**src/rtl/clk_div_ctrl.sv**
```systemverilog
// Programmable divide-by-N clock-enable controller. Divisor changes are applied only at period boundaries.
// Define PERIOD_CNT_EN to add the period_cnt output, which counts completed output periods.
module clk_div_ctrl #(
    parameter int WIDTH       = 28,
    parameter int DEFAULT_DIV = 50000000,
    parameter int MIN_DIV     = 2
) (
    input  logic             clock_in,
    input  logic             rst_n,
    input  logic             start,
    input  logic             stop,
    input  logic [WIDTH-1:0] div_in,
    input  logic             div_valid,
    output logic             div_ready,
    output logic             div_err,
    output logic             clock_out,
    output logic             tick,
`ifdef PERIOD_CNT_EN
    output logic [15:0]      period_cnt,
`endif
    output logic             busy
);

    // state  | meaning
    // IDLE   | counter held at 0, divisor writes apply immediately
    // RUN    | counting with div_act
    // PEND   | counting, div_pend waits for the end of the current period
    localparam logic [1:0] S_IDLE = 2'd0;
    localparam logic [1:0] S_RUN  = 2'd1;
    localparam logic [1:0] S_PEND = 2'd2;

    localparam logic [WIDTH-1:0] DIV_RST = WIDTH'(DEFAULT_DIV);
    localparam logic [WIDTH-1:0] DIV_MIN = WIDTH'(MIN_DIV);
    localparam logic [WIDTH-1:0] ONE     = WIDTH'(1);

    logic [1:0]       state, state_nxt;
    logic [WIDTH-1:0] cnt, cnt_nxt;
    logic [WIDTH-1:0] div_act, div_act_nxt;
    logic [WIDTH-1:0] div_pend, div_pend_nxt;
    logic             counting;
    logic             last;
    logic             xfer;
    logic             div_bad;

    assign counting = (state == S_RUN) || (state == S_PEND);
    assign last     = (cnt == div_act - ONE);
    assign xfer     = div_valid && div_ready;
    assign div_bad  = (div_in < DIV_MIN);

    always_comb begin
        state_nxt    = state;
        cnt_nxt      = cnt;
        div_act_nxt  = div_act;
        div_pend_nxt = div_pend;
        case (state)
            S_IDLE: begin
                if (xfer && !div_bad) begin
                    div_act_nxt = div_in;
                end
                if (start && !stop) begin
                    state_nxt = S_RUN;
                    cnt_nxt   = '0;
                end
            end
            S_RUN: begin
                cnt_nxt = last ? '0 : cnt + ONE;
                if (stop) begin
                    state_nxt = S_IDLE;
                    cnt_nxt   = '0;
                    if (xfer && !div_bad) begin
                        div_act_nxt = div_in;
                    end
                end else if (xfer && !div_bad) begin
                    state_nxt    = S_PEND;
                    div_pend_nxt = div_in;
                end
            end
            S_PEND: begin
                cnt_nxt = last ? '0 : cnt + ONE;
                // A stop while a divisor is queued still commits it, so it is not lost.
                if (stop) begin
                    state_nxt   = S_IDLE;
                    cnt_nxt     = '0;
                    div_act_nxt = div_pend;
                end else if (last) begin
                    state_nxt   = S_RUN;
                    div_act_nxt = div_pend;
                end
            end
            default: begin
                state_nxt = S_IDLE;
                cnt_nxt   = '0;
            end
        endcase
    end

    always_ff @(posedge clock_in or negedge rst_n) begin
        if (!rst_n) begin
            state     <= S_IDLE;
            cnt       <= '0;
            div_act   <= DIV_RST;
            div_pend  <= '0;
            clock_out <= 1'b0;
            tick      <= 1'b0;
            div_err   <= 1'b0;
            busy      <= 1'b0;
            div_ready <= 1'b1;
        end else begin
            state     <= state_nxt;
            cnt       <= cnt_nxt;
            div_act   <= div_act_nxt;
            div_pend  <= div_pend_nxt;
            // High for the first floor(N/2) counts, so odd divisors spend the extra cycle low.
            clock_out <= counting && !stop && (cnt < (div_act >> 1));
            tick      <= counting && last;
            div_err   <= xfer && div_bad;
            busy      <= (state_nxt != S_IDLE);
            div_ready <= (state_nxt != S_PEND);
        end
    end

`ifdef PERIOD_CNT_EN
    always_ff @(posedge clock_in or negedge rst_n) begin
        if (!rst_n) begin
            period_cnt <= '0;
        end else if ((state == S_IDLE) && (state_nxt == S_RUN)) begin
            period_cnt <= '0;
        end else if (counting && last) begin
            period_cnt <= period_cnt + 16'd1;
        end
    end
`endif

endmodule

```
**config.mk**
```make
export PLATFORM = sky130hd
export DESIGN_NAME = clk_div_ctrl
export DESIGN_NICKNAME = d
export VERILOG_FILES = /design/src/rtl/clk_div_ctrl.sv
export SDC_FILE = /design/constraint.sdc
export NUM_CORES = 1
export LEC_CHECK = 0
export BUFFER_PORTS_ARGS = -buffer_cell sky130_fd_sc_hd__buf_4
export CORE_UTILIZATION = 35
export DETAILED_ROUTE_END_ITERATION = 7
export PLACE_DENSITY = 0.51
export SETUP_SLACK_MARGIN = 0.15
export SLEW_MARGIN = 20
export SYNTH_ARGS = -nofsm -noshare
export SYNTH_HDL_FRONTEND = slang
export SYNTH_SLANG_ARGS = --single-unit
```
**constraint.sdc**
```tcl
create_clock -name clock_in -period 4.77 [get_ports clock_in]
set_clock_uncertainty 0.15 [all_clocks]
set_input_delay 0.7155 -clock clock_in [delete_from_list [all_inputs] [get_ports clock_in]]
set_output_delay 0.7155 -clock clock_in [all_outputs]
set_load 0.01 [all_outputs]
```
[Word-level counts from Yosys, hierarchy flattened]
Cells that the tools add are included.
Storage, ports and cells
  flip-flop bits (word level): 91
  output and inout port bits: 5
Cells by class
  add/subtract/negate cells: 2
  order comparisons: 2
  equal/unequal tests: 7
  multiplexer cells: 15
  bitwise operators: 1
  reductions and logical operators: 16
Operator list (number)
  $mux 28: 7
  $pmux 28 s3: 1
  $pmux 28 s2: 1
  $add 28x1->28 const B: 1
  $eq 28x28->1: 1
  $lt 28x2->1 const B: 1
  $lt 28x27->1: 1
  $sub 28x1->28 const B: 1
  $mux 2: 5
  $logic_and 1x1->1: 7
  $ne 2x2->1 const B: 3
  $pmux 2 s3: 1
  $reduce_and 3->1: 2
  $ne 3x3->1 const B: 1
  $reduce_bool 3->1: 1
  $eq 2x1->1 const B: 1
  $eq 2x2->1 const B: 1
  $logic_not 1->1: 2
  $logic_not 2->1: 1
  $reduce_bool 2->1: 1
  $reduce_or 2->1: 1
  $logic_or 1x1->1: 1
  $not 1->1: 1

[Longest topological paths before layout]
  depth in word-level cells: 7
  mapped depth: 12

[Worst setup path before layout]
No wires, ideal clock.
  path type: reg2reg
  start: register div_act[3]
  end: register div_act[12]
  data arrival time: 3.276 ns
  data required time: 4.545 ns
  path slack: 1.270 ns
  cell stages (with the launch flop): 12
  path buffers: 3
  period minus slack after synthesis: 3.500 ns
  path through: dfrtp_1 or4_1 buf_2 or3_4 nor3_1 mux2_2 a31oi_1 o2111ai_2 a211oi_2 buf_6 buf_8 mux2i_1
Between the ends
  word-level cells in the longest chain between the ends: 4
Ends and longest elaborated chain
  from (decl): line 38  | logic [WIDTH-1:0] div_act, div_act_nxt;
  from (signal assigned): line 111  | div_act <= div_act_nxt;
  $sub 28x1->28: line 46  | assign last = (cnt == div_act - ONE);
  $eq 28x28->1: line 46
  $ne 3x3->1 (no source line)
  $reduce_and 3->1 (no source line)
No other way between the ends.
A chain may end at the register's enable or synchronous reset.

[Worst setup path in the final report]
  start: register div_act[4]
  end: register div_act[5]
Same word-level chain as after synthesis.

==> flow_summary.json <==
{
  "hold_violations": 0,
  "critPathArrivalTime_ps": 4000,
  "setup_tns_ps": 0,
  "grt_max_degree": 56,
  "first_pass_iters": 5,
  "ant_nets": 0,
  "drive_above_1_share": 0.180,
  "maxSlewViolCount": 0,
  "crit_chain": "or4_1 -> or3_4 -> nor3_1 -> mux2_2 -> a31oi_1 -> o2111ai_2 -> a211oi_4 -> buf_4 -> mux2i_1",
  "path_class": "register to register",
  "ys_types": 64,
  "status": "finished, final reports clean",
  "pre_cts_ws_ps": 936,
  "io_buffers": 37,
  "start_kind": "register",
  "syn_avg_cell_area_um2": 9.70,
  "slowest_stage": "or4_1",
  "path_clk_slew_ps": 70,
  "synth-edff-count": 0,
  "syn_to_final_growth_pct": 12.2,
  "synth_cells": 638,
  "worst_slew_pin_slew_ps": 950,
  "dieArea_mm2": 0.0182,
  "drtIter0Drc": 287,
  "cts_hold_buffers": 0,
  "initial_core_util": 0.358,
  "final_nets": 728,
  "whs_ps": 272,
  "grt_first_pass_wirelength_mm": 25.5,
  "rsz0062_at_grt": "no",
  "yosysWarnings": 0,
  "timing.fmax_mhz": 258,
  "syn_nets": 703,
  "max_slew_margin": 0.361,
  "die_x_um": 135,
  "grt_pass1_vias": 4780,
  "pwr_density_cell_mw_per_mm2": 529,
  "post_cts_buffers": 0,
  "synth-main-ff-cell": "dfrtp_1",
  "wire_per_inst_um": 17.8,
  "total_power_mw": 3.67,
  "min_period_ps": 3880,
  "synth-seq-cells": 91,
  "vias": 4909,
  "ys_seq_area_frac": 0.371,
  "io_pins": 38,
  "core-area_mm2": 0.0173,
  "drc": 0,
  "overflow": 0,
  "cp_max_fo": 16,
  "post-dp-hpwl_mm": 12.1,
  "rows": 48,
  "synth_area_mm2": 0.00619,
  "routed_wl_mm": 15.9,
  "ctsResizeCount": 0,
  "gp_congestion": 0.875,
  "cts_tree": "built",
  "setup_violations": 0,
  "timing.final.ws_setup_ps": 892,
  "num_antenna_cells": 0,
  "peakVddDrop_uv": 207,
  "worstPathRequired_ps": 4890,
  "power.leakage_nw": 2.89,
  "maxCapViolations": 0,
  "viasPerCell": 5.50,
  "async_reset_ff_frac": 1.00,
  "die_y_um": 135,
  "crit_path_end_kind": "register",
  "track_usage": 0.184,
  "antenna_found_initial": 0,
  "cpPeakStageDelay_ps": 700,
  "hp-class": "primary input to async pin",
  "insertion_delay_ps": 360,
  "cts_made_buffers": 9,
  "fin_crit_sh": 0.813,
  "clockBufferDepth": 2,
  "clkSinkCount": 91,
  "final_util": 0.401,
  "cts_max_level": 3,
  "cts_root_buffer": "clkbuf_16"
}
[critical path, delay by kind of cell, from the launching register on]
| family | cells | cell delay [ps] |
|---|---|---|
| DFF | 1 | 440 |
| and+or+nand+nor | 3 | 1530 |
| AOI/OAI and AO/OA | 3 | 730 |
| muxes | 2 | 620 |
| buffers and inverters | 1 | 320 |
[layout by cell type, fill, tap and decap left out, types with 8 or more instances in the layout]
cell type / Yosys / layout
dfrtp_1: 78 / 78
mux2i_1: 70 / 70
inv_1: 49 / 49
buf_4: 0 / 44
nand2_1: 35 / 35
mux2_2: 33 / 33
ha_1: 32 / 31
nand3_1: 26 / 26
a31oi_1: 21 / 21
nand4_1: 20 / 20
nor3_1: 19 / 19
xnor2_1: 18 / 18
nor2_1: 18 / 17
a21oi_1: 17 / 17
o21ai_0: 15 / 15
nor4_1: 14 / 14
o22ai_1: 14 / 14
dfstp_2: 13 / 13
nand2b_1: 12 / 12
xor2_1: 10 / 10
and3_1: 10 / 10
clkbuf_16: 0 / 9
or4_1: 8 / 8
a21o_1: 8 / 8
[power breakdown]
group          leakage (nW)  switching (mW)  total (mW)  internal [mW]
Sequential             1.13           0.255        1.34           1.09
Clock                 0.129           0.322       0.680          0.358
Combinational          1.63           0.927        1.65          0.718
[cells in the mapped netlist (10+ instances only)]
cell / instances / area [um^2]
nor2_1: 18 / 67.6
inv_1: 49 / 184
nand3_1: 26 / 130
dfrtp_1: 78 / 1950
nor3_1: 19 / 95.1
clkbuf_1: 22 / 82.6
a21oi_1: 17 / 85.1
xnor2_1: 18 / 158
nor4_1: 14 / 87.6
ha_1: 32 / 400
a31oi_1: 21 / 131
nand4_1: 20 / 125
and3_1: 10 / 62.6
nand2b_1: 12 / 75.1
xor2_1: 10 / 87.6
dfstp_2: 13 / 342
o21ai_0: 15 / 75.1
o22ai_1: 14 / 87.6
mux2_2: 33 / 372
mux2i_1: 70 / 701
nand2_1: 35 / 131
[layout make-up]
cell class | instances | area (um^2)
multi-input combinational | 468 | 3570
tap | 225 | 282
sequential | 91 | 2290
fill | 1732 | 10400
clock inverter | 6 | 50.0
timing repair buffer | 44 | 330
inverter | 49 | 184
clock buffer | 10 | 229
[cells by family (layout without fill, tap and decap cells)]
logic type,after synthesis,in the layout,synth area share
fa+ha+maj,32,32,0.0647
buf+inv,79,109,0.0534
flops,91,91,0.371
xor+xnor,28,28,0.0396
mux,103,103,0.173
simple gates,201,201,0.184
compound gates,104,104,0.114
[metal layers]
layer,share of wire,routed length (um),global-route usage
met4,0.022,355,0.0693
met3,0.032,509,0.0357
met2,0.50,7880,0.308
met5,0,0,0
met1,0.45,7150,0.232
[registers in the layout, summed over array words and instances, names as in the netlist]
| name | count |
|---|---|
| clock_out | 1 |
| div_ready | 1 |
| tick | 1 |
| state | 2 |
| div_act | 28 |
| div_err | 1 |
| div_pend | 28 |
| busy | 1 |
| cnt | 28 |
[worst paths after layout]
path	start	to	slack (ps)	cells past startpoint
max	div_act[4]$_DFFE_PN0P_	div_act[5]$_DFFE_PN0P_	890	9
max reg2reg	div_act[4]$_DFFE_PN0P_	div_act[5]$_DFFE_PN0P_	890	9
min	rst_n	cnt[24]$_DFFE_PN0P_	270	1
min reg2reg	div_pend[9]$_DFFE_PN0P_	div_pend[9]$_DFFE_PN0P_	360	1
min in group clock_in	div_pend[9]$_DFFE_PN0P_	div_pend[9]$_DFFE_PN0P_	360	1
max in group asynchronous	rst_n	div_act[12]$_DFFE_PN1P_	3200	2
[metrics by stage]
step           std cells  instance area (um^2)
4_1_cts              893                  6940
5_1_grt              893                  6940
3_3_place_gp         877                  6660
3_5_place_dp         877                  6660
2_1_floorplan        638                  6190
6_report             893                  6940
Power figures use the tool's default switching activity.
